<file path="src/rtl/alsu_pkg.sv">
// Shared ALSU types: opcode encoding, datapath widths and operand sign extension.
package alsu_pkg;

  localparam int OPERAND_W = 3;
  localparam int OUT_W     = 6;
  localparam int LED_W     = 16;

  typedef enum logic [2:0] {
    OR        = 3'd0,
    XOR       = 3'd1,
    ADD       = 3'd2,
    MULT      = 3'd3,
    SHIFT     = 3'd4,
    ROTATE    = 3'd5,
    INVALID_6 = 3'd6,
    INVALID_7 = 3'd7
  } opcode_e;

  function automatic logic [OUT_W-1:0] sext(input logic [OPERAND_W-1:0] v);
    return {{(OUT_W-OPERAND_W){v[OPERAND_W-1]}}, v};
  endfunction

endpackage

</file>
<file path="src/rtl/alsu_shifter.sv">
// Combinational shift/rotate of the current ALSU result (mode 0 = shift, 1 = rotate).
module alsu_shifter
  import alsu_pkg::*;
(
  input  logic [OUT_W-1:0] i_out,
  input  logic             i_serial_in,
  input  logic             i_direction,
  input  logic             i_mode,
  output logic [OUT_W-1:0] o_result
);

  always_comb begin
    if (i_mode) begin
      o_result = i_direction ? {i_out[OUT_W-2:0], i_out[OUT_W-1]}
                             : {i_out[0], i_out[OUT_W-1:1]};
    end else begin
      o_result = i_direction ? {i_out[OUT_W-2:0], i_serial_in}
                             : {i_serial_in, i_out[OUT_W-1:1]};
    end
  end

endmodule

</file>
<file path="src/rtl/alsu_core.sv">
// Registered-input, registered-output ALSU. Define ALSU_FULL_ADDER_EN to fold cin into ADD.
module alsu_core
  import alsu_pkg::*;
#(
  parameter INPUT_PRIORITY = "A"
) (
  input  logic                        clk,
  input  logic                        rst,
  input  logic signed [OPERAND_W-1:0] A,
  input  logic signed [OPERAND_W-1:0] B,
  input  logic [2:0]                  opcode,
  input  logic                        cin,
  input  logic                        serial_in,
  input  logic                        direction,
  input  logic                        red_op_A,
  input  logic                        red_op_B,
  input  logic                        bypass_A,
  input  logic                        bypass_B,
  output logic signed [OUT_W-1:0]     out,
  output logic [LED_W-1:0]            leds
);

  localparam bit PRIO_A = (INPUT_PRIORITY == "A");

  logic signed [OPERAND_W-1:0] r_a, r_b;
  opcode_e                     r_opcode;
  logic                        r_cin, r_serial_in, r_direction;
  logic                        r_red_a, r_red_b, r_byp_a, r_byp_b;
  logic signed [OUT_W-1:0]     r_out;
  logic [LED_W-1:0]            r_leds;

  logic signed [OUT_W-1:0] w_a_ext, w_b_ext, w_prod;
  logic [OUT_W-1:0]        w_sum, w_shift, w_out_nxt;
  logic [LED_W-1:0]        w_leds_nxt;
  logic                    w_invalid, w_sel_byp_a, w_sel_red_a, w_red_or, w_red_xor;

  assign w_a_ext = sext(r_a);
  assign w_b_ext = sext(r_b);
  assign w_prod  = w_a_ext * w_b_ext;

`ifdef ALSU_FULL_ADDER_EN
  assign w_sum = w_a_ext + w_b_ext + {{(OUT_W-1){1'b0}}, r_cin};
`else
  logic w_unused_cin;
  assign w_unused_cin = r_cin;
  assign w_sum        = w_a_ext + w_b_ext;
`endif

  assign w_invalid = (r_opcode == INVALID_6) || (r_opcode == INVALID_7) ||
                     ((r_red_a || r_red_b) && (r_opcode > XOR));

  // Simultaneous requests on both operands resolve toward INPUT_PRIORITY.
  assign w_sel_byp_a = r_byp_a && (PRIO_A || !r_byp_b);
  assign w_sel_red_a = r_red_a && (PRIO_A || !r_red_b);
  assign w_red_or    = w_sel_red_a ? (|r_a) : (|r_b);
  assign w_red_xor   = w_sel_red_a ? (^r_a) : (^r_b);

  alsu_shifter u_shifter (
    .i_out       (r_out),
    .i_serial_in (r_serial_in),
    .i_direction (r_direction),
    .i_mode      (r_opcode == ROTATE),
    .o_result    (w_shift)
  );

  always_comb begin
    w_out_nxt  = r_out;
    w_leds_nxt = '0;
    if (r_byp_a || r_byp_b) begin
      w_out_nxt = w_sel_byp_a ? w_a_ext : w_b_ext;
    end else if (w_invalid) begin
      w_out_nxt  = '0;
      w_leds_nxt = ~r_leds;
    end else begin
      case (r_opcode)
        OR: begin
          if (r_red_a || r_red_b) w_out_nxt = {{(OUT_W-1){1'b0}}, w_red_or};
          else                    w_out_nxt = {{(OUT_W-OPERAND_W){1'b0}}, r_a | r_b};
        end
        XOR: begin
          if (r_red_a || r_red_b) w_out_nxt = {{(OUT_W-1){1'b0}}, w_red_xor};
          else                    w_out_nxt = {{(OUT_W-OPERAND_W){1'b0}}, r_a ^ r_b};
        end
        ADD:           w_out_nxt = w_sum;
        MULT:          w_out_nxt = w_prod;
        SHIFT, ROTATE: w_out_nxt = w_shift;
        default:       w_out_nxt = '0;
      endcase
    end
  end

  // Input capture stage and result stage share the same edge; result uses last capture.
  always_ff @(posedge clk or negedge rst) begin
    if (!rst) begin
      r_a         <= '0;
      r_b         <= '0;
      r_opcode    <= OR;
      r_cin       <= 1'b0;
      r_serial_in <= 1'b0;
      r_direction <= 1'b0;
      r_red_a     <= 1'b0;
      r_red_b     <= 1'b0;
      r_byp_a     <= 1'b0;
      r_byp_b     <= 1'b0;
      r_out       <= '0;
      r_leds      <= '0;
    end else begin
      r_a         <= A;
      r_b         <= B;
      r_opcode    <= opcode_e'(opcode);
      r_cin       <= cin;
      r_serial_in <= serial_in;
      r_direction <= direction;
      r_red_a     <= red_op_A;
      r_red_b     <= red_op_B;
      r_byp_a     <= bypass_A;
      r_byp_b     <= bypass_B;
      r_out       <= w_out_nxt;
      r_leds      <= w_leds_nxt;
    end
  end

  assign out  = r_out;
  assign leds = r_leds;

endmodule

</file>
<file path="config.mk">
export PLATFORM = sky130hd
export DESIGN_NAME = alsu_core
export DESIGN_NICKNAME = d
export VERILOG_FILES = /design/src/rtl/alsu_pkg.sv /design/src/rtl/alsu_shifter.sv /design/src/rtl/alsu_core.sv
export SDC_FILE = /design/constraint.sdc
export NUM_CORES = 1
export LEC_CHECK = 0
export BUFFER_PORTS_ARGS = -buffer_cell sky130_fd_sc_hd__buf_2
export CORE_MARGIN = 2
export CORE_UTILIZATION = 50
export CTS_BUF_LIST = sky130_fd_sc_hd__clkbuf_8 sky130_fd_sc_hd__clkbuf_16
export CTS_CLUSTER_SIZE = 28
export DETAILED_ROUTE_END_ITERATION = 8
export PLACE_DENSITY_LB_ADDON = 0.25
export SLEW_MARGIN = 20
export SYNTH_ARGS = -nofsm -noshare
export SYNTH_HDL_FRONTEND = slang
export SYNTH_SLANG_ARGS = --single-unit
</file>
<file path="constraint.sdc">
create_clock -name clk -period 6.7 [get_ports clk]
set_clock_uncertainty 0.15 [all_clocks]
set_input_delay 0.335 -clock clk [delete_from_list [all_inputs] [get_ports clk]]
set_output_delay 0.335 -clock clk [all_outputs]
set_load 0.02 [all_outputs]
</file>
==> impl_metrics.json <==
{
  "critPathKind": "reg2reg",
  "min_from": "opcode[1]",
  "drc": 0,
  "clkPwrFrac": 0.389,
  "ys_async_sr_fraction": 1.00,
  "drv_cap": 0,
  "wl_um": 3900,
  "preCtsSetupSlack_ns": 3.36,
  "initial_core_util": 0.525,
  "slew_headroom": 0.479,
  "ff2ff_setup_slack_ns": 3.39,
  "core_um2": 3720,
  "clock.fmax_mhz": 302,
  "die_y_um": 66.5,
  "whs_ns": 0.0140,
  "cts_made_buffers": 5,
  "arrival_ns": 3.31,
  "grt_pass1_wl_um": 6490,
  "cellPowerDensity_nw_per_um2": 233,
  "tns_ns": 0,
  "comb_power_share": 0.169,
  "ir_worst_vdd_mv": 0.246,
  "clk_path_buf_depth": 2,
  "area_growth_pct": 25.0,
  "worst_setup_path_end_kind": "flip-flop",
  "worst-path-max-fanout": 9,
  "grt_max_degree": 38,
  "dr.first_iter.drc_count": 76,
  "fillers": 292,
  "grt-ovfl-total": 0,
  "grt_usage": 0.199,
  "drive_above_1_share": 0.278,
  "synth_warnings": 0,
  "worstPathRequired_ns": 6.70,
  "io_buffers": 38,
  "post-route-period-util": 0.494,
  "whs_path_depth": 1,
  "tritoncts": "yes",
  "viasPerCell": 5.24,
  "pin_count": 40,
  "clock_latency_ns": 0.28,
  "postRouteAntennaNets": 0,
  "synth_edf_count": 0,
  "synth_top_area_frac": 0.474,
  "layout.nets": 263,
  "leakage_nw": 1.25,
  "yosys.cell_count.top_type": "dfrtp_1",
  "clock-sinks": 37,
  "grt_pass1_vias": 1441,
  "seqPwrFrac": 0.442,
  "finish.utilization": 0.657,
  "rsz0062_at_grt": "no",
  "avgSynthCellArea_um2": 11.3,
  "avgRoutedWirePerCell_um": 14.2,
  "holdCritPathClass": "in2reg",
  "synthCells": 173,
  "fin_crit_ns": 3.31,
  "antenna_found_initial": 0,
  "seq_area_frac_synth": 0.474,
  "ctsResizeCount": 0,
  "hold_viol_final": 0,
  "dp_cells": 252,
  "n_antenna_cell": 0,
  "final_cells": 275,
  "r2r-start": "r_a[2]",
  "worst_slack_ns": 3.39,
  "h-tree-depth": 2,
  "synth_ff_type": "dfrtp_1",
  "dieArea_um2": 4420,
  "synth_nets": 210,
  "setup_viol": 0,
  "drv_slew": 0,
  "worst_pin_slew_ns": 0.781,
  "yosysTopAreaCell": "dfrtp_1",
  "synth_area_leaders": "dfrtp_1 47%, ha_1 9.0%, nor2_4 5.8%, fa_1 5.1%, nor2_1 3.7%",
  "status": "finished, final reports clean",
  "reg2reg_depth": 11,
  "yosys-top-cells-count": "37 x dfrtp_1, 19 x nor2_1, 16 x inv_1",
  "cts-root-buf": "clkbuf_8",
  "start_kind": "flip-flop",
  "switchingPower_mw": 0.141,
  "clk_pin_slew_ns": 0.07,
  "synth_seq_cells": 37,
  "vias": 1442,
  "synthDistinctLibCells": 36,
  "place_congestion": 0.954,
  "die_w_um": 66.5,
  "swShare": 0.248,
  "netlist_area_um2": 1950,
  "internal-power_mw": 0.428,
  "whs_endpoint": "r_opcode[1]",
  "first_pass_iters": 5,
  "dpl.hpwl_um": 2920,
  "r2r-end": "out[5]",
  "rows": 22
}
through the flow:
stage	power, mW	area, um2
CTS	0.578	2420
floorplan	0.315	1950
finish	0.569	2440
global route	0.595	2440
detailed placement	0.346	2150
global placement	0.341	2150
worst max-delay path, cell delays in order (launching register included):
cell,delay [ns]
dfrtp_1,0.53
nand2_1,0.21
fa_1,0.58
inv_1,0.04
ha_1,0.29
ha_1,0.21
fa_1,0.37
xnor3_1,0.20
xor2_1,0.16
and2_1,0.16
a211oi_1,0.19
o21ai_0,0.10
power groups by stage:
stage	registers, mW	logic [mW]	clock network (mW)
3_3_place_gp	0.255	0.0860	0
5_1_grt	0.254	0.107	0.235
4_1_cts	0.252	0.0972	0.229
6_report	0.252	0.0962	0.222
3_5_place_dp	0.256	0.0905	0
2_1_floorplan	0.261	0.0542	0
placed cells by master (no fill, tap or decap), types with 2 or more instances in the layout:
master and n:
nand2_1 10, o21ai_0 6, dlygate4sd3_1 14, xor2_1 2
a221oi_1 2, and2_1 2, mux2i_1 6, nor2_1 19
a21oi_1 8, ha_1 14, buf_2 38, and2b_1 2
xnor2_1 2, inv_1 16, dfrtp_1 37, mux2_2 3
nor3_1 3, a31oi_1 3, a211oi_1 3, nor2_4 10
fa_1 5, clkbuf_8 5, bufinv_16 2
how the worst max path moves through the flow:
stage	from	end	slack, ns	depth (start not counted)
after detailed placement	r_a[2]	out[5]	3.36	11
after global placement	r_a[2]	out[5]	3.43	11
after CTS	r_a[2]	out[5]	3.36	11
final	r_a[2]	out[5]	3.39	11
after floorplan	r_a[2]	out[5]	3.50	12
after global routing	r_a[2]	out[5]	3.19	11
per-layer routing:
metal / up-vias / share of wire / track usage
li1: 679 / - / -
met1: 722 / 0.40 / 0.231
met2: 37 / 0.54 / 0.354
met3: 4 / 0.048 / 0.0473
met4: 0 / 0.013 / 0.0791
met5: - / 0 / 0
layout make-up:
| type | instances | area (um2) | share of cell area |
|---|---|---|---|
| sequential | 37 | 926 | 0.379 |
| multi-input combinational | 113 | 915 | 0.375 |
| timing repair buffer | 53 | 345 | 0.142 |
| clock buffer | 5 | 68.8 | 0.0282 |
| clock inverter | 3 | 65.1 | 0.0267 |
| inverter | 16 | 60.1 | 0.0246 |
| tap | 48 | 60.1 | 0.0246 |
sequential cells by signal (all words and copies together) (netlist names):
register	flops
r_opcode	3
r_red_a	1
r_byp_a	1
r_direction	1
leds	16
r_serial_in	1
r_byp_b	1
r_a	3
r_red_b	1
out	6
r_b	3
cell families (layout without fill, tap and decap cells):
kind of cell,Yosys count,count (layout),synth area share
muxes,9,9,0.0481
DFF,37,37,0.474
xor gates and xnor gates,5,5,0.0295
adders and majority gates,20,20,0.147
and+or+nand+nor,51,51,0.153
AOI/OAI and AO/OA,28,28,0.0910
buffers and inverters,23,77,0.0570
repair_timing:
action | CTS | global route
setup buffers | 0 | 0
hold buffers | 14 | 0
endpoints found under the hold margin | 50 | 0
No activity file was read; power rests on OpenSTA's default activity.
